===== config.mk =====
export PLATFORM = sky130hd
export DESIGN_NAME = vec_cache_tag_upd_ctrl
export DESIGN_NICKNAME = d
export VERILOG_FILES = /design/src/rtl/vec_cache_pkg.sv /design/src/rtl/vec_cache_tag_upd_ctrl.sv
export SDC_FILE = /design/constraint.sdc
export NUM_CORES = 1
export LEC_CHECK = 0
export ABC_AREA = 0
export BUFFER_PORTS_ARGS = -buffer_cell sky130_fd_sc_hd__buf_2
export CORE_ASPECT_RATIO = 0.6
export CORE_MARGIN = 1.5
export CORE_UTILIZATION = 25
export DETAILED_ROUTE_END_ITERATION = 12
export GPL_TIMING_DRIVEN = 0
export PLACE_DENSITY = 0.42
export SLEW_MARGIN = 15
export SYNTH_ARGS = -nofsm -noshare
export SYNTH_HDL_FRONTEND = slang
export SYNTH_SLANG_ARGS = --single-unit

===== constraint.sdc =====
create_clock -name clk -period 7.2 [get_ports clk]
set_clock_uncertainty 0.15 [all_clocks]
set_input_delay 2.16 -clock clk [delete_from_list [all_inputs] [get_ports clk]]
set_output_delay 2.16 -clock clk [all_outputs]
set_load 0.1 [all_outputs]

===== src/rtl/vec_cache_pkg.sv =====
// Shared types and the per-way merge rule for the dirty-mask update controller.
package vec_cache_pkg;

  typedef enum logic [1:0] {
    OP_LOOKUP = 2'd0,
    OP_SET    = 2'd1,
    OP_CLR    = 2'd2,
    OP_RSVD   = 2'd3
  } req_op_e;

  typedef enum logic [2:0] {
    FL_IDLE,
    FL_RUN,
    FL_DRAIN,
    FL_SWEEP,
    FL_DONE
  } flush_st_e;

  function automatic logic merge_bit(req_op_e op, logic base, logic mask);
    case (op)
      OP_SET:  return base | mask;
      OP_CLR:  return base & ~mask;
      default: return base;
    endcase
  endfunction

  function automatic logic op_writes(req_op_e op);
    return (op == OP_SET) || (op == OP_CLR);
  endfunction

endpackage


===== src/rtl/vec_cache_tag_upd_ctrl.sv =====
// Dirty-mask read-merge-write controller with a flush sweep.
// Optional macro VEC_CACHE_TAG_FWD_EN: forward S2 result into S1 for same-index ops.
module vec_cache_tag_upd_ctrl
  import vec_cache_pkg::*;
#(
  parameter int unsigned ADDR_WIDTH = 10,
  parameter int unsigned DATA_WIDTH = 4
) (
  input  logic                  clk,
  input  logic                  rst_n,
  input  logic                  req_vld,
  output logic                  req_rdy,
  input  logic [ADDR_WIDTH-1:0] req_idx,
  input  logic [1:0]            req_op,
  input  logic [DATA_WIDTH-1:0] req_mask,
  output logic                  rsp_vld,
  input  logic                  rsp_rdy,
  output logic [DATA_WIDTH-1:0] rsp_old,
  output logic [DATA_WIDTH-1:0] rsp_new,
  output logic                  arr_rd_en,
  output logic [ADDR_WIDTH-1:0] arr_rd_addr,
  input  logic [DATA_WIDTH-1:0] arr_rd_data,
  output logic                  arr_wr_en,
  output logic [ADDR_WIDTH-1:0] arr_wr_addr,
  output logic [DATA_WIDTH-1:0] arr_wr_data,
  input  logic                  flush_req,
  output logic                  flush_done
);

  localparam logic [ADDR_WIDTH-1:0] CNT_ONE = ADDR_WIDTH'(1);

  logic                  s1_vld_q;
  logic [ADDR_WIDTH-1:0] s1_idx_q;
  req_op_e               s1_op_q;
  logic [DATA_WIDTH-1:0] s1_mask_q;

  logic                  s2_vld_q;
  logic [DATA_WIDTH-1:0] rsp_old_q;
  logic [DATA_WIDTH-1:0] rsp_new_q;
`ifdef VEC_CACHE_TAG_FWD_EN
  logic [ADDR_WIDTH-1:0] s2_idx_q;
  logic                  s2_wr_q;
`endif

  flush_st_e             st_q;
  logic [ADDR_WIDTH-1:0] cnt_q;
  logic                  flush_done_q;

  logic                  s1_adv;
  logic                  xfer;
  logic [DATA_WIDTH-1:0] base_d;
  logic [DATA_WIDTH-1:0] new_d;

  assign s1_adv = s1_vld_q && (!s2_vld_q || rsp_rdy);

`ifdef VEC_CACHE_TAG_FWD_EN
  assign req_rdy = (st_q == FL_RUN) && (!s1_vld_q || s1_adv);
`else
  // Without forwarding, a same-index request must wait until the pending write lands.
  assign req_rdy = (st_q == FL_RUN) && (!s1_vld_q || s1_adv) &&
                   !(s1_vld_q && op_writes(s1_op_q) && (s1_idx_q == req_idx));
`endif

  assign xfer        = req_vld && req_rdy;
  assign arr_rd_en   = xfer;
  assign arr_rd_addr = req_idx;

  assign rsp_vld    = s2_vld_q;
  assign rsp_old    = rsp_old_q;
  assign rsp_new    = rsp_new_q;
  assign flush_done = flush_done_q;

  always_comb begin
    base_d = arr_rd_data;
`ifdef VEC_CACHE_TAG_FWD_EN
    if (s2_vld_q && s2_wr_q && (s2_idx_q == s1_idx_q)) begin
      base_d = rsp_new_q;
    end
`endif
  end

  always_comb begin
    new_d = '0;
    for (int unsigned i = 0; i < DATA_WIDTH; i++) begin
      new_d[i] = merge_bit(s1_op_q, base_d[i], s1_mask_q[i]);
    end
  end

  always_comb begin
    if (st_q == FL_SWEEP) begin
      arr_wr_en   = 1'b1;
      arr_wr_addr = cnt_q;
      arr_wr_data = '0;
    end else begin
      arr_wr_en   = s1_adv && op_writes(s1_op_q);
      arr_wr_addr = s1_idx_q;
      arr_wr_data = new_d;
    end
  end

  always_ff @(posedge clk or negedge rst_n) begin
    if (!rst_n) begin
      s1_vld_q  <= 1'b0;
      s1_idx_q  <= '0;
      s1_op_q   <= OP_LOOKUP;
      s1_mask_q <= '0;
      s2_vld_q  <= 1'b0;
      rsp_old_q <= '0;
      rsp_new_q <= '0;
`ifdef VEC_CACHE_TAG_FWD_EN
      s2_idx_q  <= '0;
      s2_wr_q   <= 1'b0;
`endif
    end else begin
      if (xfer) begin
        s1_vld_q  <= 1'b1;
        s1_idx_q  <= req_idx;
        s1_op_q   <= req_op_e'(req_op);
        s1_mask_q <= req_mask;
      end else if (s1_adv) begin
        s1_vld_q <= 1'b0;
      end
      if (s1_adv) begin
        s2_vld_q  <= 1'b1;
        rsp_old_q <= base_d;
        rsp_new_q <= new_d;
`ifdef VEC_CACHE_TAG_FWD_EN
        s2_idx_q  <= s1_idx_q;
        s2_wr_q   <= op_writes(s1_op_q);
`endif
      end else if (rsp_rdy) begin
        s2_vld_q <= 1'b0;
      end
    end
  end

  always_ff @(posedge clk or negedge rst_n) begin
    if (!rst_n) begin
      st_q         <= FL_IDLE;
      cnt_q        <= '0;
      flush_done_q <= 1'b0;
    end else begin
      flush_done_q <= 1'b0;
      case (st_q)
        FL_IDLE: st_q <= FL_RUN;
        FL_RUN: begin
          if (flush_req) st_q <= FL_DRAIN;
        end
        FL_DRAIN: begin
          if (!s1_vld_q && !s2_vld_q) st_q <= FL_SWEEP;
        end
        FL_SWEEP: begin
          cnt_q <= cnt_q + CNT_ONE;
          if (cnt_q == '1) begin
            st_q         <= FL_DONE;
            flush_done_q <= 1'b1;
          end
        end
        FL_DONE: begin
          st_q  <= FL_RUN;
          cnt_q <= '0;
        end
        default: st_q <= FL_IDLE;
      endcase
    end
  end

endmodule


* After elaboration in Yosys (flattened, before gate mapping) *
Cells that the tools add are included.

storage, ports and cells
  bits of input ports = 25
  output and inout bits = 37
  register bits after elaboration = 40
  logic and storage cells = 72

cells by class
  equal/unequal tests = 11
  bitwise gates (word level) = 12
  muxes and demuxes = 18
  reduce and logical (&&, ||, !) cells = 20
  add/subtract/negate cells = 1

operator list
  kind                                            number
  case mux 10 bit (2 select lines)                1
  case mux 3 bit (4 select lines)                 1
  adder 10 x 1 -> 10 bit (second input constant)  1
  == test 10 bit                                  1
  == test 10 bit (second input constant)          1
  two-way mux 10 bit                              1
  two-way mux 3 bit                               3
  logical AND 1 bit                               8
  case mux 1 bit (2 select lines)                 4
  two-way mux 1 bit                               7
  == test 3 x 2 -> 1 bit (second input constant)  2
  nonzero test 2 bit                              3
  bitwise AND 1 bit                               4
  two-way mux 4 bit                               1
  != test 2 bit (second input constant)           2
  NOT 1 bit                                       4
  bitwise OR 1 bit                                4
  == test 3 x 1 -> 1 bit (second input constant)  1
  == test 3 bit (second input constant)           1
  zero test 1 bit                                 3
  zero test 3 bit                                 1
  logical OR 1 bit                                3
  AND reduction 3 bit                             1
  == test 2 x 1 -> 1 bit (second input constant)  1
  3 further kinds                                 3

* Logic depth before layout (Yosys ltp) *
  word-level depth = 8
  gate-level depth with buffers = 7

* Worst setup path after synthesis *
OpenSTA, ideal clock, no wires.

  path type = input to output
  start point = in rsp_rdy
  end point = out arr_wr_en
  arrival = 4707 ps
  cell stages on the path = 4
  data required time = 4890 ps
  setup slack = 183 ps
  cell sequence = nand2b_1 -> nand2_1 -> clkbuf_1 -> o21ai_0

between the ends
  longest elaborated chain between the ends = 4

ends and longest elaborated chain
  item               line                          RTL
  from (decl)        vec_cache_tag_upd_ctrl.sv:17  input logic rsp_rdy,
  logical OR 1 bit   vec_cache_tag_upd_ctrl.sv:54  assign s1_adv = s1_vld_q && (!s2_vld_q || rsp_rdy);
  logical AND 1 bit  vec_cache_tag_upd_ctrl.sv:54
  logical AND 1 bit  vec_cache_tag_upd_ctrl.sv:95  arr_wr_en = s1_adv && op_writes(s1_op_q);
  two-way mux 1 bit  vec_cache_tag_upd_ctrl.sv:90  if (st_q == FL_SWEEP) begin
  to (decl)          vec_cache_tag_upd_ctrl.sv:23  output logic arr_wr_en,

Every way passes these cells.

* Worst setup path in the final report *
  start point = in req_idx[7]
  end point = out arr_rd_en

between the ends
  longest elaborated chain between the ends = 5

ends and longest elaborated chain
  item               line                          RTL
  from (decl)        vec_cache_tag_upd_ctrl.sv:13  input logic [ADDR_WIDTH-1:0] req_idx,
  == test 10 bit     vec_cache_tag_upd_ctrl.sv:61  !(s1_vld_q && op_writes(s1_op_q) && (s1_idx_q == req_idx));
  logical AND 1 bit  vec_cache_tag_upd_ctrl.sv:61
  zero test 1 bit    vec_cache_tag_upd_ctrl.sv:61
  logical AND 1 bit  vec_cache_tag_upd_ctrl.sv:60  assign req_rdy = (st_q == FL_RUN) && (!s1_vld_q || s1_adv) &&
  logical AND 1 bit  vec_cache_tag_upd_ctrl.sv:64  assign xfer = req_vld && req_rdy;
  to (decl)          vec_cache_tag_upd_ctrl.sv:20  output logic arr_rd_en,

Every way passes these cells.

==> qor.csv <==
metric,value,unit
firstDrtPassIters,4,
critPathMaxFanout,10,
core,0.00852,sq mm
grt-ovfl-total,0,
ant_nets,0,
hp-class,flip-flop to flip-flop,
crit_chain,buf_2 -> xor2_1 -> nor4_2 -> a41o_2 -> nand2_4 -> buf_12 -> buf_2,
htreeDepth,2,
die_w,124,um
synth_top_area_share,45.6,%
final_util,32.7,%
area_growth,27.0,%
yosys_warnings,0,
hold_slack,330,ps
mostFrequentLayoutCells,"63 x buf_2, 42 x nand2_1, 40 x dfrtp_1, 20 x o21ai_0, 18 x nor2_1",
p_per_area,180,mW/mm^2
cts_made_buffers,5,
place_congestion,0.748,
num_rows,26,
netlist_instances,227,
drt_iter0_markers,83,
worst_setup_path_start_kind,primary input,
vdd_drop_max,78.6,uV
avgSynthCellArea,9.67,sq um
worstReg2RegStart,s1_op_q[0],
synth_area_leaders,"dfrtp_1 46%, nand2_1 7.2%, mux2_4 6.2%",
ios,62,
grt_pass1_wl,9230,um
ctsLongestPathBuffers,2,
slowest_delay,400,ps
finalMaxSlewViolations,0,
wl,5770,um
rsz0062_at_grt,false,
hold_viol,0,
clkSlewWorstSetupHoldPaths,50,ps
cp.depth,7,
status,completed,
cts_hold_buf,0,
cpLargestDelayFamily,buffers and inverters,
clock_sinks,40,
syn_nets,255,
viasPerCell,4.42,
root_buffer,clkbuf_16,
num_vias,1805,
tightest_slew,959,ps
critPathBufInv,3,
cts_tree,done,
relSlewSlack,36.1,%
final_common_cell,buf_2,
ys_ff_latch,40,
drive_above_1_share,35.8,%
initial_core_util,25.8,%
finalCritPeriodShare,82.8,%
ys_types,36,
finalPower,0.000502,W
startpoint,req_idx[7],
setup.worst_path.end_class,output port,
cap_violations,0,
switching_share,25.1,%
setup-tns-final,0,ps
p_comb_share,9.4,%
insertion_delay,290,ps
internal-power,0.000376,W
diodes,0,
ff2ff_path_depth,7,
p_clk_share,45.8,%
max_freq,0.168,GHz
grt_pass1_vias,1713,
antenna_found_initial,0,
min_period,5960,ps
critical_path.reg2reg.endpoint,s1_idx_q[4],
worstSetupEndpoint,arr_rd_en,
post_cts_resized,0,
crit_arrival,3650,ps
cp_data_required_time,4890,ps
yosysSeqAreaShare,45.6,%
path_class,primary input to output port,
fin_nets,323,
crit_top_cell,buf_2,
p_leak,1.36,nW
postCtsSetupBuffers,0,
dp_hpwl,4400,um
die-area,0.00937,sq mm
grt_use_total,13.7,%
final-setup-viol-count,0,
synth_top_cell_by_area,dfrtp_1,
power_switching,0.000126,W
die_h,75.6,um
r2r_setup_slack,5010,ps
synth_area,0.00220,sq mm
port_buffers,61,
grt_max_degree,41,
route.detailed.drc,0,
slowest_stage,nor4_2,
pwr-share-seq,44.8,%
wire_per_inst,14.1,um
==> worst min path at each step <==
stage	start	end	slack (ps)	cells after the start
floorplan	cnt_q[5]	cnt_q[5]	340	1
global placement	rsp_new[1]	rsp_new[1]	310	2
detailed placement	rsp_new[2]	rsp_new[2]	320	2
CTS	rsp_new[2]	rsp_new[2]	330	2
global route	rsp_new[0]	rsp_new[0]	370	2
finish	rsp_new[2]	rsp_new[2]	330	2
==> metrics by stage <==
step | worst slack (ps) | instance area, sq um | cells
2_1_floorplan | 183 | 2200 | 227
3_3_place_gp | 1240 | 2640 | 400
3_5_place_dp | 1240 | 2640 | 400
4_1_cts | 1240 | 2790 | 408
5_1_grt | 1160 | 2790 | 408
6_report | 1240 | 2790 | 408
==> worst min-delay path, stage by stage, from the launching register on <==
cell and delay, ps:
dfrtp_1 340, nand2_1 50, o21ai_0 60
==> power by group through the flow <==
stage,sequential [W],clock (W),combinational [W]
2_1_floorplan,0.000229,0,0.0000304
3_3_place_gp,0.000229,0,0.0000481
3_5_place_dp,0.000229,0,0.0000479
4_1_cts,0.000225,0.000234,0.0000481
5_1_grt,0.000225,0.000245,0.0000505
6_report,0.000225,0.000230,0.0000472
==> logic make-up after synthesis <==
group / synth area share [%]
buffers and inverters: 6.32
flip-flops: 45.6
AND/OR/NAND/NOR: 19.6
XOR/XNOR: 4.39
AO/OA/AOI/OAI: 10.6
multiplexers: 11.8
adder cells (fa/ha/maj): 1.71
==> final cells by class <==
cell class | instances | area, sq um
buffer | 18 | 124
clock buffer | 8 | 146
fill | 931 | 5740
inverter | 4 | 15.0
multi-input combinational | 165 | 1060
sequential | 40 | 1000
tap | 112 | 140
timing repair buffer | 61 | 305
==> sequential cells by signal, indices dropped and copies added, names as in the netlist <==
name,count
flush_done,1
s1_mask_q,4
rsp_old,4
s1_idx_q,10
s1_op_q,2
st_q,3
rsp_vld,1
cnt_q,10
rsp_new,4
s1_vld_q,1
==> synth_stat cells, drive strengths merged <==
cell type  count
a31oi          3
nor3           1
mux2          20
or2            2
and4           1
nor4           1
nand3          9
a21oi          4
o31ai          1
nand4          3
inv            4
buf           13
clkbuf         5
dfrtp         40
xor2           6
o22ai          5
a32oi          1
nor3b          1
nor2b          8
ha             3
a32o           1
nor2          18
a22o           1
o21bai         1
o21ai         20
nand2b         2
a41o           1
nand3b         2
o41ai          1
xnor2          5
nand2         44
==> routing by layer <==
| metal | global-route usage [%] | wire [um] | up-vias | share of wire (%) |
|---|---|---|---|---|
| met5 | 0 | 0 | - | 0 |
| met4 | 4.55 | 74 | 0 | 1.3 |
| met3 | 4.12 | 372 | 7 | 6.4 |
| met2 | 17.9 | 2050 | 50 | 35 |
| met1 | 20.9 | 3280 | 841 | 57 |
| li1 | - | - | 907 | - |
Power figures use the tool's default switching activity.
